[config.mk]
export PLATFORM = sky130hd
export DESIGN_NAME = upper_event_capture
export DESIGN_NICKNAME = d
export VERILOG_FILES = /design/src/rtl/q5_pkg.sv /design/src/rtl/evt_fifo.sv /design/src/rtl/upper_event_capture.sv
export SDC_FILE = /design/constraint.sdc
export NUM_CORES = 1
export LEC_CHECK = 0
export CAP_MARGIN = 15
export CORE_MARGIN = 4
export CORE_UTILIZATION = 55
export CTS_BUF_LIST = sky130_fd_sc_hd__clkbuf_4
export DETAILED_ROUTE_END_ITERATION = 8
export PLACE_DENSITY = 0.77
export SETUP_SLACK_MARGIN = 0.4
export SYNTH_ARGS = -nofsm -noshare
export SYNTH_HDL_FRONTEND = slang
export SYNTH_HIERARCHICAL = 1
export SYNTH_SLANG_ARGS = --single-unit
export TNS_END_PERCENT = 5
[constraint.sdc]
create_clock -name clock -period 4 [get_ports clock]
set_input_delay 1 -clock clock [delete_from_list [all_inputs] [get_ports clock]]
set_output_delay 1 -clock clock [all_outputs]
set_load 0.01 [all_outputs]
[src/rtl/q5_pkg.sv]
// Shared types and widths for the Q5 event-capture slice.
package q5_pkg;

    localparam int Q_W     = 4;
    localparam int SEQ_W   = 4;
    localparam int ENTRY_W = Q_W + SEQ_W;

    // Bit positions of each field inside a packed entry.
    localparam int ENTRY_Q_LSB   = 0;
    localparam int ENTRY_SEQ_LSB = Q_W;

    // One captured event: sequence tag in the upper nibble, count value below.
    typedef struct packed {
        logic [SEQ_W-1:0] seq;
        logic [Q_W-1:0]   q;
    } entry_t;

    // Build an entry from its two fields.
    function automatic entry_t make_entry(input logic [SEQ_W-1:0] seq, input logic [Q_W-1:0] q);
        entry_t e;
        e.seq = seq;
        e.q   = q;
        return e;
    endfunction

endpackage

[src/rtl/evt_fifo.sv]
// First-word-fall-through FIFO with extra-MSB pointers.
// A push while full is accepted only if a pop happens in the same cycle.
module evt_fifo #(
    parameter int DEPTH   = 4,
    parameter int ENTRY_W = 8
) (
    input  logic               clock,
    input  logic               reset,
    input  logic               push,
    input  logic [ENTRY_W-1:0] din,
    input  logic               pop,
    output logic [ENTRY_W-1:0] dout,
    output logic               empty,
    output logic               full
);

    localparam int AW    = $clog2(DEPTH);
    localparam int PTR_W = AW + 1;

    logic [ENTRY_W-1:0] mem [DEPTH];
    logic [PTR_W-1:0]   wr_ptr;
    logic [PTR_W-1:0]   rd_ptr;
    logic               pop_ok;
    logic               push_ok;

    // Pointer comparison: equal means empty, differing only in the MSB means full.
    assign empty   = (wr_ptr == rd_ptr);
    assign full    = ((wr_ptr ^ rd_ptr) == {1'b1, {AW{1'b0}}});
    assign pop_ok  = pop & ~empty;
    assign push_ok = push & (~full | pop_ok);

    // Head entry falls through; forced to zero while empty so stale storage never shows.
    assign dout = empty ? '0 : mem[rd_ptr[AW-1:0]];

    // Pointer register: advance on accepted push/pop.
    // NOTE: sequential state uses non-blocking assignments so every register samples pre-edge values.
    always_ff @(posedge clock or negedge reset) begin
        if (!reset) begin
            wr_ptr <= '0;
            rd_ptr <= '0;
        end else begin
            if (push_ok) wr_ptr <= wr_ptr + PTR_W'(1);
            if (pop_ok)  rd_ptr <= rd_ptr + PTR_W'(1);
        end
    end

    // Storage write.
    // NOTE: the array has no reset; its contents are unobservable while the pointers say empty.
    always_ff @(posedge clock) begin
        if (push_ok) mem[wr_ptr[AW-1:0]] <= din;
    end

endmodule

[src/rtl/upper_event_capture.sv]
// Captures the count value at each rising edge of upper into a tagged FIFO,
// and keeps a saturating event total plus a sticky drop flag.
module upper_event_capture
    import q5_pkg::*;
#(
    parameter int DEPTH = 4,
    parameter int CNT_W = 8
) (
    input  logic               clock,
    input  logic               reset,
    input  logic [Q_W-1:0]     q,
    input  logic               upper,
    input  logic               rd_en,
    input  logic               clr_ovf,
    output logic [ENTRY_W-1:0] rd_data,
    output logic               rd_valid,
    output logic               full,
    output logic               overflow,
    output logic [CNT_W-1:0]   event_count
);

    logic             upper_d;
    logic             evt;
    logic             empty;
    logic             pop;
    logic             drop;
    logic [SEQ_W-1:0] seq;
    entry_t           din;

    assign evt      = upper & ~upper_d;
    assign rd_valid = ~empty;
    assign pop      = rd_en & rd_valid;
    // An event is lost only when the FIFO is full and no slot frees this cycle.
    assign drop     = evt & full & ~pop;

    // Entry assembly from the live count value and current sequence tag.
    // NOTE: every combinational output is assigned unconditionally first, so no latch can form.
    always_comb begin
        din = make_entry(seq, q);
    end

    // Edge detector, sequence tag and saturating total.
    // upper_d resets high so upper already high at reset release is not an edge.
    always_ff @(posedge clock or negedge reset) begin
        if (!reset) begin
            upper_d     <= 1'b1;
            seq         <= '0;
            event_count <= '0;
        end else begin
            upper_d <= upper;
            if (evt) begin
                seq <= seq + SEQ_W'(1);
                if (event_count != {CNT_W{1'b1}}) event_count <= event_count + CNT_W'(1);
            end
        end
    end

    // Sticky overflow: a drop sets it and wins over a simultaneous clear.
    always_ff @(posedge clock or negedge reset) begin
        if (!reset)       overflow <= 1'b0;
        else if (drop)    overflow <= 1'b1;
        else if (clr_ovf) overflow <= 1'b0;
    end

    evt_fifo #(
        .DEPTH   (DEPTH),
        .ENTRY_W (ENTRY_W)
    ) u_fifo (
        .clock (clock),
        .reset (reset),
        .push  (evt),
        .din   (din),
        .pop   (rd_en),
        .dout  (rd_data),
        .empty (empty),
        .full  (full)
    );

endmodule

==> metrics.md, run 1 <==
| Metric | Value |
|---|---|
| DRT antenna net count | 0 |
| Clock root buffer | clkbuf_4 |
| DR WL/cell | 17.8 um |
| Min-delay src | u_fifo/wr_ptr[2] |
| Final Non-Filler Cells | 223 |
| CP max stage delay | 0.64 ns |
| Nets | 188 |
| Clock tree sinks | 52 |
| Synth cell types | 41 |
| Worst-Skew Late Latency | 0.35 ns |
| Reg2reg path depth | 3 |
| Starting density of the core | 57.4% |
| Clk pwr share | 11.3% |
| Flop pwr share | 45.5% |
| Most common cell after layout, fill and taps aside | edfxtp_1 |
| Type of origin of the critical path | flip-flop |
| Number of global-route vias before repair | 1,419 |
| Commonest non-fill, non-tap cells in the layout | edfxtp_1, clkdlybuf4s50_1, dfrtp_1 |
| Mapped Cells | 139 |
| Via density | 5.68 |
| Worst slew margin | 39.6% |
| Yosys Warn Count | 6 |
| Final hold vios | 0 |
| Clock transition at path regs | 0.13 ns |
| Total Power | 2000 uW |
| ANT cells | 0 |
| Crit path time final | 3.39 ns |
| CP startpoint | u_fifo/rd_ptr[0] |
| CP required | 3.00 ns |
| Final period util | 84.9% |
| CTS Hold Bufs | 0 |
| Max Root-Sink Buffers | 2 |
| Outcome | completed |
| TNS Setup | 0 ns |
| Max-slew violations | 0 |
| Die Height | 73.1 um |
| Slowest-stage cell, CP | dfrtp_1 |
| Vias | 1,266 |
| Die W | 73.1 um |
| Core area | 4060 um^2 |
| Num rows | 23 |
| WHS | 0.542 ns |
| Initial antenna violation count | 0 |
| Internal | 1280 uW |
| Hold Path Stages | 1 |
| Lkg Pwr | 0.000990 uW |
| Post-Syn Nets | 155 |
| Drt pass-1 iters | 4 |
| First-pass GRT wire length | 6710 um |
| Worst EP arrival | 2.39 ns |
| Final setup viols | 0 |
| Pin count of the biggest net entering global routing | 21 |
| Power per cell area | 736 nW/um^2 |
| Dpl cells | 215 |
| Fraction of registers with async set/reset | 38.5% |
| Global route overflow | 0 |
| EDFF count, synth | 32 |
| Sw power | 715 uW |
| Total number of H-tree levels | 2 |
| Mapped Avg Cell Area | 16.8 um^2 |
| PortBufs | 27 |
| Starting DRT DRC Count | 74 |
| Die area | 5340 um^2 |
| Crit Reg-Reg Startpoint | u_fifo/rd_ptr[1] |
| Dpl hpwl | 2860 um |
| Crit path kind | reg -> out |
| Max-cap violations | 0 |
| Layout cell share with drive strength beyond 1 | 20.2% |
| Fmax | 0.295 GHz |
| Seq/Total Area, Yosys | 62.8% |
| CTS tree | built |
| Least-Margin Pin Slew | 0.904 ns |
| Post-Syn Area | 2330 um^2 |
| Comb pwr share | 43.2% |
| Most used DFF post-synth | edfxtp_1 |
| Gp weighted congestion | 0.783 |
| VDD IR-drop max | 0.433 mV |
| Global-route usage over all layers | 16.8% |
| #FFs+latches synth | 52 |
| Worst Hold Class | reg -> reg |
| Total CTS buffers | 5 |
| Worst clock skew | 0.00966 ns |
| CP Capture Type | output port |
| DRC errors left | 0 |
| Unrepaired setup endpoints after global routing | no |
| CP Cell Sequence | buf_4, mux4_2, nor2b_1, clkdlybuf4s50_1 |
| Total Routed Length | 3970 um |
| Worst Path Max Fanout | 6 |
| Switching Share | 35.8% |
| Area Overhead vs Synth | 16.4% |
| Top-level I/O count | 28 |
-- cell type report --
type                    count  area, um^2
clock inverters             2        12.5
fillers                   270        1350
inverters                   6        22.5
well taps                  50        62.6
flip-flops and latches     52        1460
multi-input cells          78         820
repair buffers             29         285
clock buffers               6        45.0
-- synth_stat cells (all sizes together) (2+ instances only) --
master | instances | area (um^2)
xnor2 | 11 | 96.3
inv | 6 | 22.5
o41ai | 2 | 32.5
o211ai | 2 | 15.0
nor2b | 9 | 56.3
dfrtp | 19 | 475
xor2 | 5 | 70.1
mux4 | 8 | 180
and3 | 4 | 26.3
nand4 | 4 | 31.3
nor3 | 2 | 15.0
a211oi | 2 | 20.0
nand2 | 3 | 11.3
edfxtp | 32 | 961
ha | 7 | 87.6
o21ai | 2 | 13.8
buf | 3 | 30.0
mux2 | 5 | 60.1
nand3 | 2 | 15.0
-- critical path, delay by kind of cell, from the launching register on --
kind	cells	cell delay (ns)
buf+inv	2	0.75
flops	1	0.64
mux	1	0.51
simple gates	1	0.15
-- sequential cells by signal, indices dropped and copies added, names as in the netlist --
| name | cells |
|---|---|
| u_fifo/rd_ptr | 3 |
| upper_d | 1 |
| event_count | 8 |
| u_fifo/wr_ptr | 3 |
| overflow | 1 |
| seq | 4 |
| u_fifo/mem | 32 |
-- logic make-up (layout without fill, tap and decap cells) --
| logic type | count (synthesis) | count (layout) | share of synthesized area (%) |
|---|---|---|---|
| AO/OA/AOI/OAI | 11 | 11 | 4.62 |
| XOR/XNOR | 16 | 16 | 7.15 |
| adder cells (fa/ha/maj) | 7 | 7 | 3.76 |
| buffers and inverters | 9 | 43 | 2.26 |
| flip-flops | 52 | 52 | 62.8 |
| multiplexers | 13 | 13 | 10.3 |
| AND/OR/NAND/NOR | 31 | 31 | 9.08 |
-- final timing paths --
check	end	slack [ns]
min reg2reg	u_fifo/wr_ptr[2]	0.54
max	rd_data[5]	0.61
max in group asynchronous	u_fifo/wr_ptr[2]	2.31
min	u_fifo/wr_ptr[2]	0.54
min in group asynchronous	u_fifo/wr_ptr[0]	1.14
max reg2reg	u_fifo/mem[2][1]	1.87
-- power groups by stage --
stage,Clock [uW],Sequential [uW],Combinational [uW]
2_1_floorplan,0,862,545
3_3_place_gp,0,908,827
3_5_place_dp,0,921,858
4_1_cts,233,911,878
5_1_grt,261,933,949
6_report,225,908,863
-- layer usage --
metal  wire length [um]  vias up  track usage [%]
met3                166        4             5.10
li1                   -      593                -
met4                 37        0             2.87
met1               1600      641             19.2
met5                  0        -                0
met2               2160       28             31.2
-- repair_timing --
| action | 4_1_cts | 5_1_grt |
|---|---|---|
| resized for setup | 1 | 0 |
| hold endpoints to repair | 0 | 0 |
| setup endpoints to repair | 2 | 0 |
| buffers inserted | 0 | 0 |
-- stage by stage --
stage                     utilization, %  setup WS (ns)  area [um^2]
after floorplan                        -           1.71         2330
after global placement              65.2          0.941         2650
after detailed placement            65.2          0.792         2650
after CTS                           66.8          0.580         2710
after global routing                66.8          0.439         2710
final                               66.8          0.605         2710
Power figures use the tool's default switching activity.
==> run 2: changes to the inputs <==
--- a/config.mk
+++ b/config.mk
@@ -7,10 +7,10 @@
 export LEC_CHECK = 0
 export CAP_MARGIN = 15
 export CORE_MARGIN = 4
-export CORE_UTILIZATION = 55
+export CORE_UTILIZATION = 52
 export CTS_BUF_LIST = sky130_fd_sc_hd__clkbuf_4
 export DETAILED_ROUTE_END_ITERATION = 8
-export PLACE_DENSITY = 0.77
+export PLACE_DENSITY = 0.76
 export SETUP_SLACK_MARGIN = 0.4
 export SYNTH_ARGS = -nofsm -noshare
 export SYNTH_HDL_FRONTEND = slang
==> constraint.sdc (replaced) <==
create_clock -name clock -period 2.86 [get_ports clock]
set_input_delay 0.715 -clock clock [delete_from_list [all_inputs] [get_ports clock]]
set_output_delay 0.715 -clock clock [all_outputs]
set_load 0.01 [all_outputs]
==> run 2 against run 1 <==
- routed wire length up 2.5%
- cell area up 4.8%
- worst hold slack better by 0.0018 ns
- utilization down 1.6 points
- clock-buffer cell count unchanged
- critical path type unchanged
==> metrics.md, run 2 (synthesis gave the netlist of run 1 again) <==
| Metric | Value |
|---|---|
| Outcome | completed (unchanged) |
| CP Capture Type | output port (unchanged) |
| Max Root-Sink Buffers | 2 (unchanged) |
| Final Non-Filler Cells | 238 (was 223) |
| Sw power | 1050 uW (was 715 uW) |
| Post-Route M1 WL | 1680 um (was 1600 um) |
| WL met2 | 2180 um (was 2160 um) |
| Crit path time final | 2.61 ns |
| Worst Path Max Fanout | 4 (was 6) |
| Hold worst-path end | overflow (was u_fifo/wr_ptr[2]) |
| Worst Path Buf+Inv | 3 (was 2) |
| Flop pwr share | 41.3% (was 45.5%) |
| Gp weighted congestion | 0.724 (was 0.783) |
| Max-cap violations | 0 (unchanged) |
| Largest register FFs | 32 (unchanged) |
| Most common cell after layout, fill and taps aside | edfxtp_1 (unchanged) |
| Clk pwr share | 13.4% (was 11.3%) |
| Internal | 1980 uW (was 1280 uW) |
| Slowest-stage cell, CP | dfrtp_2 (was dfrtp_1) |
| Max-slew violations | 0 (unchanged) |
| Clock transition at path regs | 0.14 ns (was 0.13 ns) |
| CP required | 2.14 ns (was 3.00 ns) |
| Switching Share | 34.6% (was 35.8%) |
| Unrepaired setup endpoints after global routing | yes (was no) |
| Crit path kind | reg -> out (unchanged) |
| Number of global-route vias before repair | 1,370 (was 1,419) |
| Dpl hpwl | 2810 um (was 2860 um) |
| Clock root buffer | clkbuf_4 (unchanged) |
| CP max stage delay | 0.49 ns (was 0.64 ns) |
| Pin count of the biggest net entering global routing | 21 (unchanged) |
| Vias | 1,298 (was 1,266) |
| Reg2reg end | u_fifo/mem[1][3] (was u_fifo/mem[2][1]) |
| TNS Setup | 0 ns (unchanged) |
| Die W | 74.9 um (was 73.1 um) |
| Type of origin of the critical path | flip-flop (unchanged) |
| Worst Hold Class | reg -> reg (unchanged) |
| Die area | 5610 um^2 (was 5340 um^2) |
| Final hold vios | 0 (unchanged) |
| Comb pwr share | 45.2% (was 43.2%) |
| Area Overhead vs Synth | 21.9% (was 16.4%) |
| Commonest non-fill, non-tap cells in the layout | edfxtp_1, clkdlybuf4s50_1, dfrtp_1 (unchanged) |
| Total Power | 3020 uW (was 2000 uW) |
| Top-level I/O count | 28 (unchanged) |
| CP delay by family, top | flip-flops (was buffers and inverters) |
| Total CTS buffers | 5 (unchanged) |
| First-pass GRT wire length | 6650 um (was 6710 um) |
| Starting DRT DRC Count | 31 (was 74) |
| Fmax | 0.382 GHz |
| Min-delay src | overflow (was u_fifo/wr_ptr[2]) |
| Crit Reg-Reg Startpoint | u_fifo/wr_ptr[0] (was u_fifo/rd_ptr[1]) |
| Core area | 4350 um^2 (was 4060 um^2) |
| CTS Hold Bufs | 0 (unchanged) |
| Hold Path Stages | 2 (was 1) |
| CP Cell Sequence | buf_12, buf_4, mux4_2, nor2b_1, clkdlybuf4s15_2 (was buf_4, mux4_2, nor2b_1, clkdlybuf4s50_1) |
| Highest metal used | met4 (unchanged) |
| Layout cell share with drive strength beyond 1 | 32.3% (was 20.2%) |
| ANT cells | 0 (unchanged) |
| Num rows | 24 (was 23) |
| PortBufs | 27 (unchanged) |
| Lkg Pwr | 0.00109 uW (was 0.000990 uW) |
| Reg2reg setup slack | 0.83 ns (was 1.87 ns) |
| Reg2reg path depth | 4 (was 3) |
| Power per cell area | 1060 nW/um^2 (was 736 nW/um^2) |
| Starting density of the core | 53.5% (was 57.4%) |
| Total number of H-tree levels | 2 (unchanged) |
| Initial antenna violation count | 0 (unchanged) |
| Routed met3 length | 161 um (was 166 um) |
| VDD IR-drop max | 0.483 mV (was 0.433 mV) |
| Via density | 5.45 (was 5.68) |
| Worst EP arrival | 1.90 ns (was 2.39 ns) |
| Clock tree sinks | 52 (unchanged) |
| Worst slew margin | 68.5% (was 39.6%) |
| Drt pass-1 iters | 4 (unchanged) |
| Die Height | 74.9 um (was 73.1 um) |
| Final period util | 91.4% |
| Global route overflow | 0 (unchanged) |
| DRC errors left | 0 (unchanged) |
| DRT antenna net count | 0 (unchanged) |
| Global-route usage over all layers | 16.2% (was 16.8%) |
| CTS tree | built (unchanged) |
| Total Routed Length | 4070 um (was 3970 um) |
| Final setup viols | 0 (unchanged) |
| Nets | 201 (was 188) |
| Least-Margin Pin Slew | 0.472 ns (was 0.904 ns) |
| Worst-Skew Late Latency | 0.36 ns (was 0.35 ns) |
| DR WL/cell | 17.1 um (was 17.8 um) |
| Worst clock skew | 0.0156 ns (was 0.00966 ns) |
| Dpl cells | 220 (was 215) |
run 2: cell count changes in the layout (fill, tap and decap cells not counted), moves of 2 or more:
cell	delta
buf_2	+7
dfrtp_1	-4
dfrtp_2	+4
buf_12	+2
buf_4	+10
clkdlybuf4s50_1	-10
run 2: how the worst max path moves through the flow:
stage	start	endpoint	slack [ns]	cells past startpoint
5_1_grt	u_fifo/rd_ptr[0]	rd_data[3]	0.15	5
4_1_cts	u_fifo/wr_ptr[0]	full	0.21	3
6_report	u_fifo/rd_ptr[0]	rd_data[3]	0.25	5
3_3_place_gp	u_fifo/rd_ptr[0]	rd_data[5]	0.33	4
2_1_floorplan	u_fifo/rd_ptr[0]	rd_data[0]	0.86	4
3_5_place_dp	u_fifo/rd_ptr[0]	rd_data[7]	0.29	4
run 2: per-stage QoR:
step	utilization [%]	hold WS [ns]	instance area (um^2)	worst slack (ns)
after floorplan	-	0.419	2330	0.856
after global placement	61.4	0.519	2670	0.332
after detailed placement	61.4	0.530	2670	0.294
after CTS	65.1	0.551	2840	0.209
after global routing	65.2	0.584	2840	0.154
final	65.2	0.544	2840	0.245
run 2: power by group through the flow:
stage          clock network (uW)  logic, uW  registers, uW
5_1_grt                       454       1500           1280
4_1_cts                       420       1390           1250
2_1_floorplan                   0        762           1210
3_5_place_dp                    0       1280           1250
3_3_place_gp                    0       1230           1230
6_report                      406       1370           1250
run 2: what timing repair did:
action	CTS	global route
gates resized for setup	41	1
setup buffers	10	0
endpoints found under the setup margin	10	10
pin swaps	2	0
run 2: metal layers:
layer	vias to the layer above	track usage [%]
li1	614	-
met1	653	19.6
met2	25	28.4
met3	6	4.27
met4	0	4.74
met5	-	0
run 2: layout make-up:
cell class                 count  area, um^2
clock buffer                   6        45.0
clock inverter                 2        35.0
fill                         309        1520
inverter                       6        22.5
multi-input combinational     78         825
sequential                    52        1470
tap                           52        65.1
timing repair buffer          42         379
run 2: worst register-to-register path, cell delays in order, from the launching register on:
cell and delay (ns):
dfrtp_2 0.50, xor2_4 0.22, buf_4 0.16, or4_4 0.49, and3_1 0.36
